--- config.mk ---
export PLATFORM = sky130hd
export DESIGN_NAME = uart_fifo_core
export DESIGN_NICKNAME = d
export VERILOG_FILES = /design/src/rtl/uart_fifo_core.sv
export SDC_FILE = /design/constraint.sdc
export NUM_CORES = 1
export LEC_CHECK = 0
export CELL_PAD_IN_SITES_DETAIL_PLACEMENT = 2
export CELL_PAD_IN_SITES_GLOBAL_PLACEMENT = 2
export CORE_MARGIN = 2
export CORE_UTILIZATION = 44
export CTS_CLUSTER_SIZE = 28
export DETAILED_ROUTE_END_ITERATION = 8
export GPL_ROUTABILITY_DRIVEN = 0
export PLACE_DENSITY = 0.81
export SKIP_CTS_REPAIR_TIMING = 1
export SLEW_MARGIN = 20
export SYNTH_ARGS = -nofsm -noshare
export SYNTH_HDL_FRONTEND = slang
export SYNTH_HIERARCHICAL = 1
export SYNTH_SLANG_ARGS = --single-unit
--- constraint.sdc ---
create_clock -name Clk -period 3.2 [get_ports Clk]
set_input_delay 0.64 -clock Clk [delete_from_list [all_inputs] [get_ports Clk]]
set_output_delay 0.64 -clock Clk [all_outputs]
set_load 0.01 [all_outputs]
--- src/rtl/uart_fifo_core.sv ---
// UART with baud generator, per-direction FIFOs, error flags and runtime echo.
// Define UART_PARITY_EN to add a parity bit to both directions (PARITY_ODD picks the sense).

module uart_sync_fifo #(
    parameter int W     = 8,
    parameter int DEPTH = 16
) (
    input  logic         clk,
    input  logic         rst,
    input  logic         push,
    input  logic         pop,
    input  logic [W-1:0] wdata,
    output logic [W-1:0] rdata,
    output logic         full,
    output logic         empty
);
    localparam int AW = $clog2(DEPTH);

    logic [W-1:0] mem_q [DEPTH];
    logic [AW:0]  wptr_q, wptr_d, rptr_q, rptr_d;
    logic         do_push, do_pop;

    // The extra pointer MSB separates full from empty when the indices match.
    assign empty = (wptr_q == rptr_q);
    assign full  = (wptr_q[AW] != rptr_q[AW]) && (wptr_q[AW-1:0] == rptr_q[AW-1:0]);
    assign rdata = empty ? '0 : mem_q[rptr_q[AW-1:0]];

    always_comb begin
        do_push = push && !full;
        do_pop  = pop && !empty;
        wptr_d  = wptr_q + (AW+1)'(do_push);
        rptr_d  = rptr_q + (AW+1)'(do_pop);
    end

    always_ff @(posedge clk or posedge rst) begin
        if (rst) begin
            wptr_q <= '0;
            rptr_q <= '0;
        end else begin
            wptr_q <= wptr_d;
            rptr_q <= rptr_d;
        end
    end

    always_ff @(posedge clk) begin
        if (do_push) mem_q[wptr_q[AW-1:0]] <= wdata;
    end
endmodule

module uart_fifo_core #(
    parameter int DATA_BITS  = 8,
    parameter int CLK_DIV    = 325,
    parameter int FIFO_DEPTH = 16,
    parameter int PARITY_ODD = 0
) (
    input  logic                 Clk,
    input  logic                 Rst,
    input  logic                 Rx,
    output logic                 Tx,
    input  logic [DATA_BITS-1:0] TxData,
    input  logic                 TxWr,
    output logic                 TxFull,
    output logic                 TxBusy,
    output logic [DATA_BITS-1:0] RxData,
    input  logic                 RxRd,
    output logic                 RxEmpty,
    input  logic                 EchoEn,
    output logic                 FrameErr,
    output logic                 ParityErr,
    output logic                 Overrun
);
`ifdef UART_PARITY_EN
    localparam bit PAR_EN = 1'b1;
`else
    localparam bit PAR_EN = 1'b0;
`endif
    localparam int CW = $clog2(CLK_DIV + 1);
    localparam logic [2:0] S_IDLE = 3'd0, S_START = 3'd1, S_DATA = 3'd2,
                           S_PARITY = 3'd3, S_STOP = 3'd4;
    localparam logic [2:0] LAST_BIT = 3'(DATA_BITS - 1);
    localparam logic [3:0] HALF_BIT = 4'd7, FULL_BIT = 4'd15;
    localparam logic       PAR_ODD  = (PARITY_ODD != 0);

    logic [CW-1:0] baud_q, baud_d;
    logic          tick;
    logic          rx_meta_q, rx_sync_q;
    logic [2:0]    rx_state_q, rx_state_d, tx_state_q, tx_state_d;
    logic [3:0]    rx_tcnt_q, rx_tcnt_d, tx_tcnt_q, tx_tcnt_d;
    logic [2:0]    rx_bcnt_q, rx_bcnt_d, tx_bcnt_q, tx_bcnt_d;
    logic [DATA_BITS-1:0] rx_shift_q, rx_shift_d, tx_shift_q, tx_shift_d, tx_head, tx_wdata;
    logic          rx_par_q, rx_par_d, tx_par_q, tx_par_d;
    logic          tx_q, tx_d;
    logic          frame_err_q, frame_err_d, par_err_q, par_err_d, overrun_q, overrun_d;
    logic          rx_done, rx_par_bad, rx_good, rx_full, tx_full, tx_empty, tx_push, tx_pop;

    always_comb begin
        tick   = (baud_q == CW'(CLK_DIV - 1));
        baud_d = tick ? '0 : baud_q + 1'b1;
    end

    always_comb begin
        rx_state_d = rx_state_q;
        rx_tcnt_d  = rx_tcnt_q;
        rx_bcnt_d  = rx_bcnt_q;
        rx_shift_d = rx_shift_q;
        rx_par_d   = rx_par_q;
        rx_done    = 1'b0;
        case (rx_state_q)
            S_IDLE: if (tick && !rx_sync_q) begin
                rx_state_d = S_START;
                rx_tcnt_d  = '0;
            end
            S_START: if (tick) begin
                if (rx_tcnt_q == HALF_BIT) begin
                    rx_state_d = rx_sync_q ? S_IDLE : S_DATA;
                    rx_tcnt_d  = '0;
                    rx_bcnt_d  = '0;
                end else rx_tcnt_d = rx_tcnt_q + 4'd1;
            end
            S_DATA: if (tick) begin
                if (rx_tcnt_q == FULL_BIT) begin
                    rx_tcnt_d  = '0;
                    rx_shift_d = {rx_sync_q, rx_shift_q[DATA_BITS-1:1]};
                    if (rx_bcnt_q == LAST_BIT) rx_state_d = PAR_EN ? S_PARITY : S_STOP;
                    else rx_bcnt_d = rx_bcnt_q + 3'd1;
                end else rx_tcnt_d = rx_tcnt_q + 4'd1;
            end
            S_PARITY: if (tick) begin
                if (rx_tcnt_q == FULL_BIT) begin
                    rx_tcnt_d  = '0;
                    rx_par_d   = rx_sync_q;
                    rx_state_d = S_STOP;
                end else rx_tcnt_d = rx_tcnt_q + 4'd1;
            end
            S_STOP: if (tick) begin
                if (rx_tcnt_q == FULL_BIT) begin
                    rx_tcnt_d  = '0;
                    rx_done    = 1'b1;
                    rx_state_d = S_IDLE;
                end else rx_tcnt_d = rx_tcnt_q + 4'd1;
            end
            default: rx_state_d = S_IDLE;
        endcase
    end

    // A finished frame is good only with a high stop bit and matching parity.
    always_comb begin
        rx_par_bad  = PAR_EN && (rx_par_q != ((^rx_shift_q) ^ PAR_ODD));
        rx_good     = rx_done && rx_sync_q && !rx_par_bad;
        frame_err_d = rx_done && !rx_sync_q;
        par_err_d   = rx_done && rx_par_bad;
        overrun_d   = rx_good && (rx_full || (EchoEn && tx_full));
        tx_push     = EchoEn ? rx_good : TxWr;
        tx_wdata    = EchoEn ? rx_shift_q : TxData;
    end

    always_comb begin
        tx_state_d = tx_state_q;
        tx_tcnt_d  = tx_tcnt_q;
        tx_bcnt_d  = tx_bcnt_q;
        tx_shift_d = tx_shift_q;
        tx_par_d   = tx_par_q;
        tx_pop     = 1'b0;
        case (tx_state_q)
            S_IDLE: if (tick && !tx_empty) begin
                tx_pop     = 1'b1;
                tx_shift_d = tx_head;
                tx_par_d   = (^tx_head) ^ PAR_ODD;
                tx_state_d = S_START;
                tx_tcnt_d  = '0;
            end
            S_START, S_PARITY, S_STOP: if (tick) begin
                if (tx_tcnt_q == FULL_BIT) begin
                    tx_tcnt_d  = '0;
                    tx_bcnt_d  = '0;
                    tx_state_d = (tx_state_q == S_START) ? S_DATA :
                                 (tx_state_q == S_PARITY) ? S_STOP : S_IDLE;
                end else tx_tcnt_d = tx_tcnt_q + 4'd1;
            end
            S_DATA: if (tick) begin
                if (tx_tcnt_q == FULL_BIT) begin
                    tx_tcnt_d = '0;
                    if (tx_bcnt_q == LAST_BIT) tx_state_d = PAR_EN ? S_PARITY : S_STOP;
                    else begin
                        tx_bcnt_d  = tx_bcnt_q + 3'd1;
                        tx_shift_d = tx_shift_q >> 1;
                    end
                end else tx_tcnt_d = tx_tcnt_q + 4'd1;
            end
            default: tx_state_d = S_IDLE;
        endcase
        case (tx_state_d)
            S_START:  tx_d = 1'b0;
            S_DATA:   tx_d = tx_shift_d[0];
            S_PARITY: tx_d = tx_par_d;
            default:  tx_d = 1'b1;
        endcase
    end

    always_ff @(posedge Clk or posedge Rst) begin
        if (Rst) begin
            baud_q      <= '0;
            rx_meta_q   <= 1'b1;
            rx_sync_q   <= 1'b1;
            rx_state_q  <= S_IDLE;
            rx_tcnt_q   <= '0;
            rx_bcnt_q   <= '0;
            tx_state_q  <= S_IDLE;
            tx_tcnt_q   <= '0;
            tx_bcnt_q   <= '0;
            tx_q        <= 1'b1;
            frame_err_q <= 1'b0;
            par_err_q   <= 1'b0;
            overrun_q   <= 1'b0;
        end else begin
            baud_q      <= baud_d;
            rx_meta_q   <= Rx;
            rx_sync_q   <= rx_meta_q;
            rx_state_q  <= rx_state_d;
            rx_tcnt_q   <= rx_tcnt_d;
            rx_bcnt_q   <= rx_bcnt_d;
            tx_state_q  <= tx_state_d;
            tx_tcnt_q   <= tx_tcnt_d;
            tx_bcnt_q   <= tx_bcnt_d;
            tx_q        <= tx_d;
            frame_err_q <= frame_err_d;
            par_err_q   <= par_err_d;
            overrun_q   <= overrun_d;
        end
    end

    always_ff @(posedge Clk) begin
        rx_shift_q <= rx_shift_d;
        rx_par_q   <= rx_par_d;
        tx_shift_q <= tx_shift_d;
        tx_par_q   <= tx_par_d;
    end

    uart_sync_fifo #(.W(DATA_BITS), .DEPTH(FIFO_DEPTH)) u_rx_fifo (
        .clk(Clk), .rst(Rst), .push(rx_good), .pop(RxRd), .wdata(rx_shift_q),
        .rdata(RxData), .full(rx_full), .empty(RxEmpty)
    );

    uart_sync_fifo #(.W(DATA_BITS), .DEPTH(FIFO_DEPTH)) u_tx_fifo (
        .clk(Clk), .rst(Rst), .push(tx_push), .pop(tx_pop), .wdata(tx_wdata),
        .rdata(tx_head), .full(tx_full), .empty(tx_empty)
    );

    assign Tx        = tx_q;
    assign TxFull    = tx_full;
    assign TxBusy    = (tx_state_q != S_IDLE);
    assign FrameErr  = frame_err_q;
    assign ParityErr = par_err_q;
    assign Overrun   = overrun_q;
endmodule

Word-level counts from Yosys, hierarchy flattened
Memory sizes are Yosys's and may differ from the RTL's.
Cells that the tools add are included.
W data, S select, Z words.
{ "totals": {"inputBits": 14, "register_bits": 71, "n_memories": 2, "wordCells": 175, "output_inout_bits": 15, "ram_bits": 256} }
{ "mem_list": {"columns": ["name", "depth", "width", "rd", "rd_clocked_by_memory_dff", "wr", "line_no", "text"], "rows": [
  ["u_rx_fifo.mem_q", 16, 8, 1, 0, 1, "19", "logic [W-1:0] mem_q [DEPTH];"],
  ["u_tx_fifo.mem_q", 16, 8, 1, 0, 1, "19", null]
]} }
{ "classes": {"reduce_logical": 37, "n_eq_ne": 42, "add_sub_neg": 9, "mux": 65} }
{ "ops": {"columns": ["operator", "n"], "rows": [
  ["$mux W3", 28],
  ["$mux W8", 7],
  ["$ne A2 B2 Y1 const B", 17],
  ["$mux W4", 8],
  ["$add A5 B1 Y5", 4],
  ["$eq A3 B2 Y1 const B", 6],
  ["$pmux W8 S2", 1],
  ["$pmux W3 S5", 1],
  ["$eq A3 B3 Y1 const B", 4],
  ["$logic_and A1 B1 Y1", 12],
  ["$mux W1", 12],
  ["$pmux W3 S2", 2],
  ["$pmux W4 S3", 1],
  ["$reduce_and A6 Y1", 2],
  ["$eq A5 B5 Y1", 2],
  ["$reduce_and A10 Y1", 1],
  ["$add A9 B1 Y9 const B", 1],
  ["$eq A3 B1 Y1 const B", 3],
  ["$eq A9 B9 Y1 const B", 1],
  ["$mux W9", 1],
  ["$pmux W3 S3", 1],
  ["$add A4 B1 Y4 const B", 2],
  ["$eq A4 B4 Y1", 2],
  ["$eq A4 B4 Y1 const B", 2],
  ["18 further kinds", 32]
]} }

Longest topological paths before layout
Gate-level depths: netlist of the first run.
{ "depth": {"depth_word": 9, "depth_mapped": 13, "mapped_depth_nobuf": 12} }

Modules after synthesis
The synthesis of the first run kept the hierarchy.
{ "modules_own_cells": {"columns": ["module", "cells_per_inst", "area_per_inst_um2", "instances"], "rows": [
  ["uart_sync_fifo", 283, 5584.1, 2],
  ["uart_fifo_core", 240, 2732.6, 1]
]} }

Least setup slack after synthesis of the first run
No wires, ideal clock.
{ "synth_timing": {"kind": "register to register", "startpoint": "reg baud_q[0]", "endpoint": "mem u_tx_fifo.mem_q[11][0], enable pin", "slack_ns": 0.327, "arrival_ns": 2.486, "path_buffers": 1, "path_stages_with_launch": 10, "period_less_slack_ns": 2.873, "cell_sequence": "dfrtp_1 -> inv_1 -> ha_1 -> and4bb_2 -> nand3_1 -> nor2_1 -> mux2_2 -> clkinv_1 -> clkbuf_1 -> a211oi_1"} }
{ "synth_via": {"elab_chain_len": 8} }
{ "synth_rtl": {"columns": ["item", "line_no", "text"], "rows": [
  ["from (decl)", "84", "logic [CW-1:0] baud_q, baud_d;"],
  ["from (signal assigned)", "216", "baud_q <= baud_d;"],
  ["$eq A9 B9 Y1", "97", "tick = (baud_q == CW'(CLK_DIV - 1));"],
  ["$mux W1", "135", "S_STOP: if (tick) begin"],
  ["$mux W1", "108", "case (rx_state_q)"],
  ["$logic_and A1 B1 Y1", "149", "rx_good = rx_done && rx_sync_q && !rx_par_bad;"],
  ["net rx_good", "94", "logic rx_done, rx_par_bad, rx_good, rx_full, tx_full, tx_empty, tx_push, tx_pop;"],
  ["$mux W1", "153", "tx_push = EchoEn ? rx_good : TxWr;"],
  ["net tx_push", "94", null],
  ["$logic_and A1 B1 Y1", "29", "do_push = push && !full;"],
  ["$mux W1", "46", "if (do_push) mem_q[wptr_q[AW-1:0]] <= wdata;"],
  ["$mux W1 (implied by the code)", "46", null],
  ["to (decl)", "19", null]
]} }
The timed path passes the listed nets, and every way through them passes these cells.

Worst setup path after layout of the first run
{ "layout_timing": {"startpoint": "reg u_tx_fifo.wptr_q[0]", "endpoint": "out TxFull"} }
{ "layout_via": {"elab_chain_len": 2} }
{ "layout_rtl": {"columns": ["item", "line_no", "text"], "rows": [
  ["from (decl)", "20", "logic [AW:0] wptr_q, wptr_d, rptr_q, rptr_d;"],
  ["from (signal assigned)", "40", "wptr_q <= wptr_d;"],
  ["$eq A4 B4 Y1", "25", "assign full = (wptr_q[AW] != rptr_q[AW]) && (wptr_q[AW-1:0] == rptr_q[AW-1:0]);"],
  ["$logic_and A1 B1 Y1", "25", null],
  ["to (decl)", "62", "output logic TxFull,"]
]} }
No other way between the ends.

==> results of run 1 <==
## final timing paths
check / to / slack, ns / cells past startpoint
min in group asynchronous: tx_state_q[0] / 0.45 / 2
max in group asynchronous: rx_meta_q / 2.08 / 3
worst min register to register: rx_sync_q / 0.36 / 0
worst max register to register: u_tx_fifo/mem_q[10][0] / 0.26 / 10
worst max-delay path: TxFull / 0.1 / 4
worst min-delay path: rx_sync_q / 0.36 / 0
## critical path: cells and delay by family (launching register included)
family,cells,cell delay (ns)
AND/OR/NAND/NOR,2,0.66
buffers and inverters,1,0.57
flip-flops,1,0.50
XOR/XNOR,1,0.23
## sequential cells by signal, indices dropped and copies added, names as in the netlist, 3 cells and up
name / count
u_rx_fifo/mem_q: 128
rx_bcnt_q: 3
u_tx_fifo/rptr_q: 5
rx_tcnt_q: 4
baud_q: 9
tx_state_q: 3
rx_shift_q: 8
tx_bcnt_q: 3
rx_state_q: 3
u_tx_fifo/wptr_q: 5
u_rx_fifo/rptr_q: 5
u_rx_fifo/wptr_q: 5
u_tx_fifo/mem_q: 128
tx_shift_q: 8
tx_tcnt_q: 4
## cells by family after synthesis
group / count (synthesis)
adder cells (fa/ha/maj): 16
AND/OR/NAND/NOR: 152
other: 1
flip-flops: 327
multiplexers: 75
buffers and inverters: 60
XOR/XNOR: 42
AO/OA/AOI/OAI: 133
## report_power, final
| group | internal [µW] | leakage [µW] | switching (µW) |
|---|---|---|---|
| Clock | 2790 | 0.000616 | 1780 |
| Sequential | 4740 | 0.00314 | 206 |
| Combinational | 1060 | 0.00192 | 1280 |
## cells in the mapped netlist (all sizes together) (2+ instances only)
cell type,n
edfxtp,271
mux4,64
dfrtp,51
a22oi,48
a211oi,32
nand2,31
nand3,31
buf,26
nor2,24
clkbuf,23
xnor2,23
xor2,19
ha,16
nor2b,14
o21ai,12
nor3,11
a22o,10
mux2,10
a21oi,9
and2,9
inv,9
and3,5
nand4,4
nor4,4
o2bb2ai,4
o31ai,4
a21boi,3
a31o,3
dfstp,3
or2,3
a31oi,2
and4bb,2
clkinv,2
dfxtp,2
nand2b,2
nand4bb,2
nor3b,2
or2b,2
or3,2
## cells in the final DEF, fill, tap and decap left out, types with 9 or more instances in the layout
master             n
a22oi_1           40
nor2_1            22
dlymetal6s2s_1     9
nand2_1           30
a22o_1            10
nor3_1            10
dfrtp_1           44
nor2b_1           14
inv_1              9
xor2_1            19
nand3_1           30
edfxtp_1         271
clkdlybuf4s50_1   18
mux4_2            64
a211oi_1          32
buf_4             58
mux2_2            10
xnor2_1           23
ha_1              16
o21ai_0           11
clkbuf_16         39
## per-stage QoR
step           total power, µW  area [µm²]  worst slack (ns)  TNS, ns
4_1_cts                  11750       16130           -0.3020   -1.742
6_report                 11860       16290           0.09561        0
2_1_floorplan             6364       13900            0.3274        0
3_5_place_dp              7172       14860            0.3111        0
3_3_place_gp              7011       14860            0.4118        0
5_1_grt                  12240       16290          0.002295        0
## metal layers
| layer | vias up | track usage [%] |
|---|---|---|
| li1 | 3387 | - |
| met1 | 4269 | 27.71 |
| met2 | 169 | 48.25 |
| met3 | 77 | 3.109 |
| met4 | 0 | 9.724 |
| met5 | - | 0 |
## final cells by class
cell class / count / share of cell area (%)
flip-flops and latches: 327 / 58.57
multi-input cells: 419 / 25.03
inverters: 11 / 0.2534
clock buffers: 44 / 5.906
repair buffers: 92 / 5.245
well taps: 402 / 3.087
clock inverters: 21 / 1.912
==> impl_metrics.yaml, run 1 <==
yosys:
  muxShareOfSynthArea_pct: 11.25
  synth_top_family_by_area: "multiplexers"
  synthAdderAreaFrac_pct: 1.440
  synth_edf_count: 271
  netlist_instances: 806
  synth-async-reset-ratio_pct: 16.51
  synthSimpleGateAreaFrac_pct: 6.490
  synthTopCellsByArea: "edfxtp_1, mux4_2, dfrtp_1"
  synth_area_um2: 13900
  yosysTopAreaCell: "edfxtp_1"
  yosys_register_bits: 327
  postSynthAreaPerCell_um2: 17.25
  yosys_warnings: 6
  synth_compound_area_share_pct: 7.165
  synthXorXnorAreaFrac_pct: 2.646
  synth_ff_type: "edfxtp_1"
  ys_types: 71
  synth_top_cell_area_share_pct: 58.54
  yosysSeqAreaShare_pct: 68.58
  syn_nets: 836
sta:
  relSlewSlack_pct: 26.20
  post-route-period-util_pct: 97.01
  tightestPinTransition_ns: 1.099
  hold_viol_final: 0
  max_freq_mhz: 322.1
  drv_slew: 0
  holdWs_ns: 0.3576
  fin_skew_ns: 0.02185
  fin_crit_ns: 3.104
  finalSetupViolCount: 0
  rsz0062_at_grt: "false"
setup_path:
  startpoint: "u_tx_fifo/wptr_q[0]"
  r2r-start: "baud_q[0]"
  crit_chain: "xor2_1 > nor4_4 > and2_1 > clkdlybuf4s50_1"
  slowest_delay_ns: 0.57
  crit_type: "reg2out"
  crit_slowest_cell: "clkdlybuf4s50_1"
  cp_data_arrival_time_ns: 2.46
  worstPathRequired_ns: 2.56
  worstSetupEndpointType: "output port"
  startpoint_type: "flip-flop"
  path_max_fanout: 9
detailed_routing:
  totalWireLength_um: 40950
  antenna_left: 0
  wl_per_cell_um: 31.12
  wl_met2_um: 23050
  met1Wirelength_um: 15150
  drc: 0
  wl_met3_um: 1335
  vias: 7902
  top_layer: "met4"
  first_iter_violations: 599
  dr.pass1.iters: 5
  viasPerCell: 6.005
finish:
  area.sequential_um2: 9542
  drive_gt1_share_pct: 25.71
  syn2layout_area_growth_pct: 17.20
  final_net_count: 917
  utilization_pct: 52.03
  nFillCells: 2674
  multi_input_area_um2: 4078
  fin_cells: 1316
  antennaDiodeCount: 0
global_route:
  grt_pass1_wl_um: 60200
  antenna_found_initial: 1
  grt_max_degree: 34
  grt_overflow_total: 0
  track_usage_pct: 24.93
  first_global_vias: 9047
cts:
  cts_tree: "built"
  clk_pin_slew_ns: 0.06
  cts_buffers: 36
  cts_sinks: 327
  cts_root_buffer: "clkbuf_16"
  clockBufferDepth: 3
  cts_max_level: 2
  clk_latency_ns: 0.52
run:
  max_cap_viol_count: 0
worst_hold_path:
  hold_start: "rx_meta_q"
  hold_class: "reg2reg"
placement:
  port_buffers: 27
  dpl.cell_count: 1244
  place_hpwl_um: 26300
status:
  outcome: "completed"
die:
  placementRows: 65
  die_h_um: 181.7
  dieArea_um2: 33030
  initial_utilization_pct: 44.40
  num_io_pins: 29
  chipWidth_um: 181.7
  core_um2: 31310
power_and_ir_drop:
  worst_ir_drop_vdd_mv: 0.4953
  p_leak_uw: 0.005671
  power_density_nw_per_um2: 728.2
No activity file was read; power rests on OpenSTA's default activity.
==> run 2: changes to the inputs <==
- CORE_UTILIZATION: 44 -> 47
- PLACE_DENSITY: 0.81 -> 0.86
==> run 2 against run 1 <==
Via count grew 3.0%. Critical path type unchanged. Sequential share of layout area grew 0.59 points. Sequential cell count is the same. Die area shrank 6.2%. Critical endpoint is now RxData[5].
==> impl_metrics.yaml, run 2 (synthesis results as in run 1) <==
placement:
  place_ws_ns: 0.1328
  port_buffers: 27
  place_hpwl_um: 26620
detailed_routing:
  first_iter_violations: 753
  wl_per_cell_um: 33.29
  drc: 0
  vias: 8136
  viasPerCell: 6.258
  totalWireLength_um: 43280
  dr.pass1.iters: 5
  antenna_left: 0
setup_path:
  worstPathRequired_ns: 2.56
  cp_data_arrival_time_ns: 2.56
  worstSetupEndpointType: "output port"
  startpoint_type: "flip-flop"
  r2r_setup_slack_ns: 0.19
  reg2regPathDepth: 10
  crit_type: "reg2out"
  path_max_fanout: 7
sta:
  hold_viol_final: 0
  drv_slew: 0
  fin_skew_ns: 0.01329
  relSlewSlack_pct: 35.43
  fin_crit_ns: 3.198
  post-route-period-util_pct: 99.95
  worst_slack_ns: 0.001526
  tightestPinTransition_ns: 0.9685
  finalSetupViolCount: 0
  max_freq_mhz: 312.6
cts:
  clk_pin_slew_ns: 0.06
  clk_latency_ns: 0.52
  clockBufferDepth: 3
  cts_max_level: 2
  cts_buffers: 36
  cts_tree: "built"
  cts_sinks: 327
  cts_root_buffer: "clkbuf_16"
worst_hold_path:
  hold_class: "reg2reg"
  holdPathStages: 0
die:
  num_io_pins: 29
  core_um2: 28940
  initial_utilization_pct: 48.04
  chipWidth_um: 176.0
  die_h_um: 176.0
  placementRows: 62
  dieArea_um2: 30970
global_route:
  grt_pass1_wl_um: 60280
  grt_max_degree: 35
  grt_overflow_total: 0
  track_usage_pct: 26.84
  antenna_found_initial: 0
  first_global_vias: 9023
finish:
  layout_common_cells: "edfxtp_1, mux4_2, buf_4, dfrtp_1, clkbuf_16"
  nFillCells: 2449
  area.sequential_um2: 9543
  final_common_cell: "edfxtp_1"
  multi_input_area_um2: 4116
  syn2layout_area_growth_pct: 16.04
  drive_gt1_share_pct: 26.53
  antennaDiodeCount: 0
  final_net_count: 920
power_and_ir_drop:
  power_uw: 11370
  power_density_nw_per_um2: 704.7
  p_leak_uw: 0.005584
  worst_ir_drop_vdd_mv: 0.4663
run:
  max_cap_viol_count: 0
status:
  outcome: "completed"
==> run 2: cell types whose count changed in the layout (fill, tap and decap cells not counted), moves of 3 or more <==
cell,delta
buf_4,+3
a22oi_2,+4
clkinv_1,+4
a22oi_1,-4
bufinv_16,-7
clkinv_2,+7
clkbuf_1,-3
==> run 2: area by class of cell <==
cell class | count | area share, %
clock buffers | 40 | 5.810
clock inverters | 24 | 0.8920
inverters | 11 | 0.2560
multi-input cells | 419 | 25.52
flip-flops and latches | 327 | 59.16
well taps | 384 | 2.979
repair buffers | 95 | 5.383
==> run 2: stage by stage <==
step	setup TNS (ns)	hold WS (ns)	area [µm²]	utilization [%]	std cells
final	0	0.3699	16130	55.75	1300
after global routing	-0.08935	0.3707	16130	55.75	1300
after CTS	-2.474	0.3668	15910	54.99	1288
after detailed placement	0	0.3555	14830	51.26	1224
after global placement	0	0.3660	14830	51.26	1224
after floorplan	0	0.3452	13900	-	806
==> run 2: path summary, 6_finish.rpt <==
| path | start | to |
|---|---|---|
| min reg2reg | rx_meta_q | rx_sync_q |
| max reg2reg | baud_q[0] | u_tx_fifo/mem_q[7][3] |
| max in group asynchronous | Rst | rx_sync_q |
| max | u_rx_fifo/rptr_q[0] | RxData[5] |
| min | rx_meta_q | rx_sync_q |
| min in group asynchronous | Rst | u_tx_fifo/wptr_q[4] |
==> run 2: routing by layer <==
layer  GRT usage [%]  routed length (µm)
met5               0                   0
met4           9.229                1634
met3           4.414                2000
met2           48.64               23360
met1           32.65               16280
==> run 2: power by group <==
| group | switching [µW] | internal (µW) |
|---|---|---|
| Combinational | 1390 | 1130 |
| Clock | 1700 | 2190 |
| Sequential | 203 | 4750 |
| Total | 3290 | 8070 |
==> run 2: critical path: stages, from the launching register on <==
cell and delay, ns:
dfrtp_4 0.54, buf_4 0.17, buf_4 0.14, buf_4 0.16
mux4_2 0.42, a22oi_1 0.26, a22oi_1 0.14, dlymetal6s2s_1 0.20
==> run 3: changes to the inputs <==
- CORE_MARGIN: 2 -> 4
- SLEW_MARGIN: 20 -> not set
- TNS_END_PERCENT: not set -> 5
==> run 3 against run 2 <==
The run now ends with negative setup slack left. Largest power group unchanged. Die area grew 4.6%. Worst hold slack better by 0.0035 ns. First-iteration DRC count rose by 21%. Wire length shrank 0.50%. Critical endpoint is now RxData[6]. Total power fell by 1.0%. Critical path type unchanged. Sequential share of layout area is 0.12 points lower.
==> impl_metrics.yaml, run 3 (synthesis results as in run 1) <==
status:
  outcome: "finished with violations"
  violations: "negative setup slack"
sta:
  relSlewSlack_pct: 17.52
  tightestPinTransition_ns: 1.228
  finalSetupViolCount: 2
  worst_slack_ns: -0.05113
  post-route-period-util_pct: 101.6
  max_freq_mhz: 307.6
  drv_slew: 0
  fin_skew_ns: 0.02148
  hold_viol_final: 0
  fin_crit_ns: 3.251
  rsz0062_at_grt: "true"
detailed_routing:
  wl_met3_um: 2459
  first_iter_violations: 908
  met1Wirelength_um: 17340
  top_layer: "met4"
  antenna_left: 0
  wl_met2_um: 21770
  drc: 0
  wl_per_cell_um: 32.89
  totalWireLength_um: 43060
  vias: 8354
  viasPerCell: 6.382
  dr.pass1.iters: 7
cts:
  clk_latency_ns: 0.53
  cts_buffers: 36
  cts_sinks: 327
  cts_root_buffer: "clkbuf_16"
  cts_tree: "built"
  clockBufferDepth: 3
  cts_max_level: 2
  clk_pin_slew_ns: 0.06
die:
  die_h_um: 180.0
  dieArea_um2: 32390
  chipWidth_um: 180.0
  num_io_pins: 29
  initial_utilization_pct: 48.04
  placementRows: 62
  core_um2: 28940
setup_path:
  crit_type: "reg2out"
  worstSetupEndpointType: "output port"
  path_max_fanout: 10
  startpoint_type: "flip-flop"
  cp_data_arrival_time_ns: 2.61
  worstPathRequired_ns: 2.56
power_and_ir_drop:
  worst_ir_drop_vdd_mv: 0.5560
  power_density_nw_per_um2: 696.2
  p_leak_uw: 0.005616
global_route:
  grt_overflow_total: 0
  track_usage_pct: 26.36
  grt_max_degree: 35
  antenna_found_initial: 1
  grt_pass1_wl_um: 63940
  first_global_vias: 9093
placement:
  port_buffers: 27
  place_ws_ns: 0.1307
  place_hpwl_um: 28640
finish:
  syn2layout_area_growth_pct: 16.25
  layout_common_cells: "edfxtp_1, buf_4, mux4_2, dfrtp_1, a22oi_1"
  final_net_count: 928
  drive_gt1_share_pct: 25.62
  final_common_cell: "edfxtp_1"
  utilization_pct: 55.85
  antennaDiodeCount: 0
worst_hold_path:
  hold_class: "reg2reg"
run:
  max_cap_viol_count: 0
-- run 3: cell types whose count changed in the layout (fill, tap and decap cells not counted), moves of 2 or more --
| cell | change |
|---|---|
| a211oi_2 | +2 |
| clkinv_1 | +3 |
| clkbuf_1 | +4 |
| a22oi_1 | +5 |
| clkinv_2 | -7 |
| buf_4 | +9 |
| a211oi_1 | -2 |
| a22oi_2 | -5 |
-- run 3: layout make-up --
cell class / instances / area (µm²)
fillers: 2423 / 12780
flip-flops and latches: 327 / 9540
multi-input cells: 419 / 4081
clock buffers: 45 / 965.9
repair buffers: 103 / 929.6
well taps: 384 / 480.5
clock inverters: 20 / 120.1
inverters: 11 / 41.29
-- run 3: per-layer routing --
metal  GRT usage (%)  vias to the layer above
li1                -                     3410
met1           35.06                     4477
met2           44.61                      365
met3           4.264                      102
met4           8.930                        0
met5               0                        -
-- run 3: per-stage QoR --
| step | std cells | TNS (ns) | total power, µW | hold WS [ns] | cell area, µm² |
|---|---|---|---|---|---|
| 2_1_floorplan | 806 | 0 | 6364 | 0.3452 | 13900 |
| 3_5_place_dp | 1240 | 0 | 7236 | 0.3666 | 14950 |
| 3_3_place_gp | 1240 | 0 | 7046 | 0.3755 | 14950 |
| 6_report | 1309 | -0.08827 | 11250 | 0.3734 | 16160 |
| 5_1_grt | 1309 | -0.3338 | 11680 | 0.3722 | 16160 |
| 4_1_cts | 1305 | -1.251 | 11190 | 0.3692 | 16040 |
-- run 3: worst max-delay path, cell delays in order (launching register included) --
cell and delay, ns:
dfrtp_2 0.54, buf_12 0.20, mux4_2 0.53, a22oi_2 0.21
a22oi_1 0.11, clkdlybuf4s50_1 0.49
-- run 3: worst paths after layout --
path                                          endpoint  cells after the start  slack [ns]           startpoint
worst max-delay path                         RxData[6]                      5       -0.05  u_rx_fifo/rptr_q[0]
worst min-delay path                         rx_sync_q                      0        0.37            rx_meta_q
worst max register to register  u_tx_fifo/mem_q[13][0]                     11        0.10            baud_q[0]
worst min register to register               rx_sync_q                      0        0.37            rx_meta_q
max in group asynchronous                           Tx                      3        2.11                  Rst
min in group asynchronous          u_tx_fifo/rptr_q[1]                      2        0.60                  Rst
-- run 3: report_power, final --
part,internal [µW],leakage (µW),switching [µW]
combinational,1080,0.00195,1280
sequential,4740,0.00314,202
clock,2220,0.000529,1720
total,8040,0.00562,3210
